### config.mk
export PLATFORM = sky130hd
export DESIGN_NAME = pipe_skid_reg
export DESIGN_NICKNAME = d
export VERILOG_FILES = /design/src/rtl/pipe_skid_reg_pkg.sv /design/src/rtl/pipe_data_reg.sv /design/src/rtl/pipe_skid_reg.sv
export SDC_FILE = /design/constraint.sdc
export NUM_CORES = 1
export LEC_CHECK = 0
export CAP_MARGIN = 40
export CORE_MARGIN = 4
export CORE_UTILIZATION = 25
export CTS_CLUSTER_SIZE = 10
export DETAILED_ROUTE_END_ITERATION = 16
export PLACE_DENSITY = 0.48
export SYNTH_ARGS = -nofsm -noshare
export SYNTH_HDL_FRONTEND = slang
export SYNTH_SLANG_ARGS = --single-unit
### constraint.sdc
create_clock -name clk -period 4 [get_ports clk]
set_input_delay 0.4 -clock clk [delete_from_list [all_inputs] [get_ports clk]]
set_output_delay 0.4 -clock clk [all_outputs]
set_load 0.01 [all_outputs]
### src/rtl/pipe_skid_reg_pkg.sv
// Shared pipeline-control encodings: occupancy states used by pipe_skid_reg
// and any other valid/ready control block in the datapath.
package pipe_skid_reg_pkg;

    localparam int STATE_W = 2;

    // State value doubles as the number of stored entries.
    typedef enum logic [STATE_W-1:0] {
        ST_EMPTY = 2'd0,
        ST_ONE   = 2'd1,
        ST_TWO   = 2'd2
    } state_e;

endpackage

### src/rtl/pipe_data_reg.sv
// Payload slot register: loads only on enable, cleared synchronously to RESET_VAL
// by either reset or clear, so stalled bits never toggle.
module pipe_data_reg #(
    parameter int               WIDTH     = 32,
    parameter logic [WIDTH-1:0] RESET_VAL = '0
) (
    input  logic             clk,
    input  logic             reset,
    input  logic             clr,
    input  logic             en,
    input  logic [WIDTH-1:0] d,
    output logic [WIDTH-1:0] q
);

    logic [WIDTH-1:0] data_q;
    logic [WIDTH-1:0] data_d;

    always_comb begin
        data_d = data_q;
        if (clr) begin
            data_d = RESET_VAL;
        end else if (en) begin
            data_d = d;
        end
    end

    always_ff @(posedge clk) begin
        if (reset) begin
            data_q <= RESET_VAL;
        end else begin
            data_q <= data_d;
        end
    end

    assign q = data_q;

endmodule

### src/rtl/pipe_skid_reg.sv
// Two-entry valid/ready pipeline register (main + skid slot) with synchronous flush.
// in_ready depends only on stored state and flush, never on out_ready.
module pipe_skid_reg
    import pipe_skid_reg_pkg::*;
#(
    parameter int               WIDTH     = 32,
    parameter logic [WIDTH-1:0] RESET_VAL = '0
) (
    input  logic             clk,
    input  logic             reset,
    input  logic             flush,
    input  logic             in_valid,
    output logic             in_ready,
    input  logic [WIDTH-1:0] in_data,
    output logic             out_valid,
    input  logic             out_ready,
    output logic [WIDTH-1:0] out_data,
    output logic [1:0]       count
);

    state_e           state_q;
    state_e           state_d;
    logic             in_fire;
    logic             out_fire;
    logic             main_en;
    logic             skid_en;
    logic             main_from_skid;
    logic [WIDTH-1:0] main_d;
    logic [WIDTH-1:0] main_q;
    logic [WIDTH-1:0] skid_q;

    assign in_ready  = (state_q != ST_TWO) & ~flush;
    assign out_valid = (state_q != ST_EMPTY) & ~flush;
    assign in_fire   = in_valid & in_ready;
    assign out_fire  = out_valid & out_ready;
    assign out_data  = main_q;
    assign count     = state_q;

    // Both fires are already masked by flush, so flush only needs to force the state.
    always_comb begin
        state_d        = state_q;
        main_en        = 1'b0;
        skid_en        = 1'b0;
        main_from_skid = 1'b0;
        case (state_q)
            ST_EMPTY: begin
                if (in_fire) begin
                    state_d = ST_ONE;
                    main_en = 1'b1;
                end
            end
            ST_ONE: begin
                if (in_fire && out_fire) begin
                    main_en = 1'b1;
                end else if (in_fire) begin
                    state_d = ST_TWO;
                    skid_en = 1'b1;
                end else if (out_fire) begin
                    state_d = ST_EMPTY;
                end
            end
            ST_TWO: begin
                if (out_fire) begin
                    state_d        = ST_ONE;
                    main_en        = 1'b1;
                    main_from_skid = 1'b1;
                end
            end
            default: state_d = ST_EMPTY;
        endcase
        if (flush) begin
            state_d = ST_EMPTY;
        end
    end

    always_comb begin
        main_d = in_data;
        if (main_from_skid) begin
            main_d = skid_q;
        end
    end

    always_ff @(posedge clk) begin
        if (reset) begin
            state_q <= ST_EMPTY;
        end else begin
            state_q <= state_d;
        end
    end

    pipe_data_reg #(
        .WIDTH     (WIDTH),
        .RESET_VAL (RESET_VAL)
    ) u_main (
        .clk   (clk),
        .reset (reset),
        .clr   (flush),
        .en    (main_en),
        .d     (main_d),
        .q     (main_q)
    );

    pipe_data_reg #(
        .WIDTH     (WIDTH),
        .RESET_VAL (RESET_VAL)
    ) u_skid (
        .clk   (clk),
        .reset (reset),
        .clr   (flush),
        .en    (skid_en),
        .d     (in_data),
        .q     (skid_q)
    );

endmodule

* Word-level counts from Yosys, hierarchy flattened
Cells that the tools add are included.
** Storage, ports and cells
- Word-level logic and storage cells :: 34
- Bits in read-only memories :: 0
- Bits in registers :: 66
- Memories :: 0
- Latch bits :: 0
- RAM bits :: 0
- Output and inout bits :: 36
** Cells by class
- Add/subtract/negate cells :: 0
- Shift-type cells :: 0
- Reduce and logical (&&, ||, !) cells :: 5
- Eq/ne operators :: 7
- Bitwise logic cells :: 5
- Divide/modulo/power cells :: 0
- $mul :: 0
- Order comparisons :: 0
- Muxes and demuxes :: 14
** Operators with widths (number)
- 32-bit 2-to-1 mux :: 1
- 2-bit 2-to-1 mux :: 5
- 2-bit inequality test (second input constant) :: 4
- 1-bit 2-to-1 mux :: 6
- 2-bit case mux with 3 select lines :: 1
- 1-bit bitwise AND :: 4
- 4-bit AND reduction :: 1
- 3-bit inequality test (second input constant) :: 1
- 1-bit case mux with 3 select lines :: 1
- 2-bit by 1-bit equality test with 1-bit output (second input constant) :: 1
- 2-bit equality test (second input constant) :: 1
- 2-bit zero test :: 1
- 2-bit nonzero test :: 1
- 2-bit OR reduction :: 1
- 1-bit logical AND :: 1
- 1-bit inverter :: 1

* Depth between registers and ports, before layout
Gate-level depths: netlist (run 1).
- Depth after elaboration :: 7
- Gate-level depth with buffers :: 6
- Mapped depth without buffers :: 3

* By module
Synthesis (run 1) repeated with hierarchy kept, for this count alone.
** Second synthesis, totals
- Cell total of the unflattened synthesis :: 265
- Area total of the unflattened synthesis :: 2996.6 um2
** By module, submodules not included
- pipe_data_reg :: cells each 105, instances 2, area each 1156.1 um2, seq. area each 640.6 um2
- pipe_skid_reg :: cells each 55, instances 1, area each 684.4 um2, seq. area each 40.0 um2

* Worst setup path after synthesis (run 1)
Ideal clock, no wire load.
- Path type :: register to register
- From :: reg state_q[0], in the netlist count[0]
- To :: reg u_main.data_q[13], in the netlist u_main.q[13]
- Cell stages (with the launch flop) :: 7
- Buffers on the path :: 3
- Setup time :: 0.089 ns
- Arrival time :: 1.349 ns
- Data required time :: 3.911 ns
- Setup slack :: 2.562 ns
- Cell sequence :: dfxtp_1 buf_4 and3b_1 buf_2 a21o_4 buf_6 a311oi_2
** On the way
- Longest elaborated chain between the ends :: 6
- Elaborated cells on any way between the ends :: 16
- Those cells by class :: eq/ne (3); mux (6); bitwise (4); reduce/logical (3)
** Ends and longest elaborated chain
- start, declared :: RTL line pipe_skid_reg.sv:21 : state_e state_q;
- start signal, assigned :: RTL line pipe_skid_reg.sv:87 : state_q <= state_d;
- 2-bit inequality test / 2-bit nonzero test (equally long branches) :: RTL line pipe_skid_reg.sv:32, pipe_skid_reg.sv:33
- 1-bit bitwise AND (on tied branches) :: RTL line pipe_skid_reg.sv:32, pipe_skid_reg.sv:33
- 1-bit bitwise AND (on tied branches) :: RTL line pipe_skid_reg.sv:34, pipe_skid_reg.sv:35
- 1-bit logical AND / 1-bit 2-to-1 mux (equally long branches) :: RTL line pipe_skid_reg.sv:53, pipe_skid_reg.sv:63
- 1-bit 2-to-1 mux (on tied branches) :: RTL line pipe_skid_reg.sv:53, pipe_skid_reg.sv:45
- 1-bit case mux with 3 select lines / 32-bit 2-to-1 mux (equally long branches) :: RTL line pipe_skid_reg.sv:45, pipe_skid_reg.sv:78
- end signal, assigned :: RTL line pipe_data_reg.sv:31 : data_q <= data_d;
- end, declared :: RTL line pipe_data_reg.sv:15 : logic [WIDTH-1:0] data_q;
Parallel ways exist; a longest one is shown, timed or not.
A chain may end at the register's enable or synchronous reset.

* Final worst setup path (run 1)
- From :: in flush
- To :: out out_valid
** On the way
- Longest elaborated chain between the ends :: 2
** Ends and longest elaborated chain
- start, declared :: RTL line pipe_skid_reg.sv:11 : input logic flush,
- 1-bit inverter :: RTL line pipe_skid_reg.sv:33 : assign out_valid = (state_q != ST_EMPTY) & ~flush;
- 1-bit bitwise AND :: RTL line pipe_skid_reg.sv:33
- end, declared :: RTL line pipe_skid_reg.sv:15 : output logic out_valid,
Every way passes these cells.

==> flow_summary.ini, run 1 <==
[timing]
rsz0062_at_grt = no
finalSetupTns_ns = 0
relSlewSlack_pct = 58.24
layout_setup_ws_ns = 1.687
fin_crit_sh_pct = 57.83
final_max_slew_viol_count = 0
period_needed_ns = 2.313
hold_slack_ns = 0.4723
finalHoldViolCount = 0
fmax_mhz = 432.3
worst_slew_pin_slew_ns = 0.6244
skew_ns = 0.004850
setup-violations-final = 0

[finish]
final_cell_mix = clkdlybuf4s50_1 (72), dfxtp_1 (66), nand2_1 (65)
final_layout_size_suffix_gt1_share_pct = 15.12
mostFrequentLayoutCell = clkdlybuf4s50_1
synthToLayoutAreaGrowth_pct = 37.27
fin_cells = 578
design_area_um2 = 4309
fin_util_pct = 35.43
diodes = 0
num-fill-cells = 1252
nNetsFinal = 442

[yosys]
synth_nets = 394
ys_seq_elements = 66
async_reset_ff_share_pct = 0
ys_seq_area_share_pct = 42.09
ys_types = 28
netlist_instances = 357
syn-cell-area_um2 = 3139
yosysWarnings = 0
syn_avg_cell_area_um2 = 8.793
synth_edf_count = 0
synthFlopType = dfxtp_1

[route]
viasPerCell = 4.901
dr_wl_met3_um = 458
via_count = 2833
ant_nets = 0
routedLengthMet1_um = 4229
drcViolationCount = 0
wl_met2_um = 4689
dr.max_layer_used = met4
drt_iter0_markers = 159
firstDrtPassIters = 4
wire_per_inst_um = 16.39
wirelength_um = 9474

[clock_network]
ctsResizeCount = 0
clk_pin_slew_ns = 0.05
clockBufferDepth = 2
clk_latency_ns = 0.32
cts_made_buffers = 9
cts_setup_buffers = 0
clkSinkCount = 66
cts_tree = yes
cts_hold_buf = 0
h-tree-depth = 3
clockRootBuffer = clkbuf_16

[worst_setup_path]
r2r-start = count[1]
cp-start-kind = primary input
max_stage_delay_ns = 0.73
ff2ff_setup_slack_ns = 2.11
path_class = in2out
rr_endpoint = u_main.q[18]
crit_fanout = 17
arrival_ns = 1.91
cp.required_ns = 3.60
worst_path_most_repeated_cell = clkdlybuf4s50_1
r2r_cells = 3
crit_chain = clkdlybuf4s50_1 -> nor2_1 -> clkdlybuf4s50_1
crit_slowest_cell = clkdlybuf4s50_1
worstSetupEndpointType = output port

[floorplanning]
start_util_pct = 25.81
io_pins = 73
dieHeight_um = 120.1
num_rows = 40
die_x_um = 120.1
core_area_um2 = 12160
die-area_um2 = 14410

[placed_design]
post-place-cells = 562
dpl_worst_slack_ns = 1.419
gp_congestion = 0.7582
dp_hpwl_um = 5903
post_dp_cell_area_um2 = 4004
io_buffer_count = 72

[power_and_ir_drop]
p_leak_nw = 1.368
pwr-share-comb_pct = 12.3
power_density_nw_per_um2 = 391.7
clkPwrFrac_pct = 47.1
power_mw = 1.688
p_int_mw = 1.276
seqPwrFrac_pct = 40.6
p_switching_mw = 0.4122
switching_share_pct = 24.42
irDropWorstVdd_uv = 193.0

[job]
cap_violations = 0

[grt]
grt_overflow_total = 0
grt.total_usage_pct = 13.13
grt_pass1_vias = 2928
grt_first_pass_wirelength_um = 15300
grt_max_degree = 57
grt_antenna_before_repair = 0

[min_path]
hold_path.class = reg2reg
hold_depth = 2
worst_hold_path.endpoint = u_skid.q[3]
min_from = u_skid.q[3]

[status]
outcome = complete, no violations
cells by family after synthesis:
kind of cell           count (synthesis)  synth area share (%)
AO/OA/AOI/OAI                        133                 34.04
AND/OR/NAND/NOR                      112                 16.38
flip-flops                            66                 42.09
buffers and inverters                 46                 7.493
how the worst max path moves through the flow:
stage          startpoint      endpoint  cells past startpoint
6_report            flush     out_valid                      3
5_1_grt             flush     out_valid                      3
4_1_cts             flush     out_valid                      3
3_5_place_dp        flush  u_main.q[23]                      5
3_3_place_gp        flush  u_main.q[17]                      4
2_1_floorplan    count[0]  u_main.q[13]                      6
power by group through the flow:
stage	registers, mW	clock network [mW]	logic [mW]
after global placement	0.700	0	0.200
final	0.686	0.796	0.207
after floorplan	0.704	0	0.103
after detailed placement	0.701	0	0.208
after CTS	0.686	0.807	0.209
after global routing	0.688	0.838	0.222
per-layer routing:
metal,global-route usage [%],up-vias
met2,22.97,58
met1,15.90,1361
met5,0,-
li1,-,1407
met3,2.922,7
met4,4.295,0
flip-flops by register name, indices dropped and copies added (netlist names):
register	count
u_skid.q	32
u_main.q	32
count	2
critical path: cells and delay by family:
| family | cells | cell delay (ns) |
|---|---|---|
| buffers and inverters | 2 | 1.28 |
| AND/OR/NAND/NOR | 1 | 0.23 |
synthesized netlist by cell type (all sizes together) (2+ instances only):
master	n	share of area [%]
a21o	2	0.72
a211oi	32	7.7
a311oi	32	15
clkbuf	17	2.0
a21oi	34	5.4
o21ai	32	5.1
nand3	32	5.1
buf	28	5.3
nand2	65	7.8
nor2b	2	0.40
dfxtp	66	42
nand4bb	2	0.72
nor2	3	0.36
cell type report:
type	instances	area (µm²)	share of cell area, %
multi-input combinational	245	1613	37.43
clock inverter	6	66.31	1.539
clock buffer	10	239.0	5.546
sequential	66	1321	30.66
tap	168	210.2	4.878
timing repair buffer	82	855.8	19.86
inverter	1	3.754	0.08711
Note: power is estimated with default switching activity, not from simulation.
==> inputs of run 2 (changes only) <==
Settings changed: PLACE_DENSITY 0.48 to 0.49.
Clock period 4 ns to 1.91 ns, I/O delays scaled along.
==> flow_summary.ini, run 2 (same netlist as run 1, synthesis figures left out) <==
[finish]
final_layout_size_suffix_gt1_share_pct = 17.81
mostFrequentLayoutCell = clkdlybuf4s50_1
fin_cells = 589
nNetsFinal = 454
diodes = 0
final_cell_mix = clkdlybuf4s50_1 (72), nand2_1 (65), dfxtp_1 (65)
synthToLayoutAreaGrowth_pct = 40.53
num-fill-cells = 1263

[worst_setup_path]
crit_chain = nor2b_1 -> nor2_1 -> clkdlybuf4s50_1
crit_fanout = 8
ff2ff_setup_slack_ns = 0.35
worstSetupEndpointType = output port
arrival_ns = 1.58
cp-start-kind = register
cp.buffers_inverters = 1
rr_endpoint = u_main.q[10]
critical-path-top-delay-family = flip-flops
cp.required_ns = 1.72
path_class = reg2out
max_stage_delay_ns = 0.50
r2r_cells = 3
crit_slowest_cell = dfxtp_1
r2r-start = count[1]

[status]
outcome = complete, no violations

[route]
wire_per_inst_um = 16.04
via_count = 2898
ant_nets = 0
drt_iter0_markers = 137
drcViolationCount = 0
wirelength_um = 9445
firstDrtPassIters = 4
viasPerCell = 4.920

[grt]
grt_pass1_vias = 2972
grt_max_degree = 33
use_met2_pct = 24.10
grt_first_pass_wirelength_um = 15410
grt.busiest_layer = met2
grt.total_usage_pct = 13.28
grtUsageMet3_pct = 3.582
grtUsageMet1_pct = 15.09
grt_overflow_total = 0
grt_antenna_before_repair = 0

[clock_network]
clk_latency_ns = 0.32
clk_pin_slew_ns = 0.05
h-tree-depth = 3
clkSinkCount = 66
cts_setup_buffers = 0
clockBufferDepth = 2
clockRootBuffer = clkbuf_16
cts_made_buffers = 9
cts_tree = yes

[power_and_ir_drop]
seqPwrFrac_pct = 39.6
switching_share_pct = 22.37
irDropWorstVdd_uv = 466.2
clkPwrFrac_pct = 48.2
p_switching_mw = 0.8121
power_mw = 3.630
pwr-share-comb_pct = 12.2
power_density_nw_per_um2 = 822.8
p_leak_nw = 1.437
p_int_mw = 2.818

[floorplanning]
num_rows = 40
io_pins = 73
die_x_um = 120.1
start_util_pct = 25.81
dieHeight_um = 120.1
core_area_um2 = 12160
die-area_um2 = 14410

[timing]
period_needed_ns = 1.774
fin_crit_sh_pct = 92.88
worst_slew_pin_slew_ns = 0.5076
finalHoldViolCount = 0
relSlewSlack_pct = 66.16
fmax_mhz = 563.7
skew_ns = 0.002848
finalSetupTns_ns = 0
rsz0062_at_grt = no
final_max_slew_viol_count = 0
setup-violations-final = 0

[min_path]
worst_hold_path.endpoint = u_skid.q[13]
hold_depth = 2
min_from = u_skid.q[13]
hold_path.class = reg2reg

[placed_design]
gp_congestion = 0.7581
dp_hpwl_um = 6448
post-place-cells = 574
io_buffer_count = 72

[job]
cap_violations = 0
-- run 2: cell count changes in the layout (fill, tap and decap cells not counted), sizes merged --
cell,previous run,this run
buf,10,22
clkbuf,10,14
clkinv,2,0
clkinvlp,3,0
-- run 2: repair_timing --
action | 4_1_cts | 5_1_grt
hold endpoints to repair | 0 | 0
endpoints found under the setup margin | 0 | 1
hold buffers | 0 | 0
gates resized for setup | 0 | 1
-- run 2: power groups by stage --
stage                     Sequential (mW)  Clock (mW)  Combinational [mW]
after floorplan                      1.47           0               0.216
after global placement               1.47           0               0.442
after detailed placement             1.47           0               0.446
after CTS                            1.44        1.79               0.448
after global routing                 1.44        1.84               0.476
final                                1.44        1.75               0.444
-- run 2: routing by layer --
metal | up-vias | wire length (µm)
met5 | - | 0
met4 | 0 | 120
met3 | 10 | 324
met2 | 57 | 4935
met1 | 1399 | 4065
li1 | 1432 | -
-- run 2: worst min-delay path, delay by kind of cell, from the launching register on --
| family | cells | cell delay, ns |
|---|---|---|
| DFF | 1 | 0.30 |
| AOI/OAI and AO/OA | 2 | 0.12 |
-- run 2: metrics by stage --
step           setup slack, ns  cell area (µm²)  util [%]  hold WS [ns]
5_1_grt                0.03766             4412     36.28        0.4929
4_1_cts                0.06196             4410     36.27        0.4680
6_report                0.1359             4412     36.28        0.4735
3_5_place_dp            0.1077             4086     33.60        0.4673
2_1_floorplan           0.4722             3139         -        0.2703
3_3_place_gp            0.1781             4086     33.60        0.4620
-- run 2: how the worst max path moves through the flow --
stage               from      endpoint  slack, ns  cells past startpoint
5_1_grt         count[1]      in_ready       0.04                      3
6_report        count[1]      in_ready       0.14                      3
3_3_place_gp   out_ready  u_main.q[16]       0.18                      4
4_1_cts         count[0]      in_ready       0.06                      3
2_1_floorplan   count[0]  u_main.q[13]       0.47                      6
3_5_place_dp   out_ready  u_main.q[21]       0.11                      4
-- run 2: area by class of cell --
class / instances / area, µm² / area share [%]
clock inverter: 1 / 30.03 / 0.6807
multi-input combinational: 245 / 1615 / 36.61
clock buffer: 14 / 294.0 / 6.665
sequential: 66 / 1323 / 29.98
inverter: 1 / 3.754 / 0.08508
timing repair buffer: 94 / 935.9 / 21.21
tap: 168 / 210.2 / 4.765
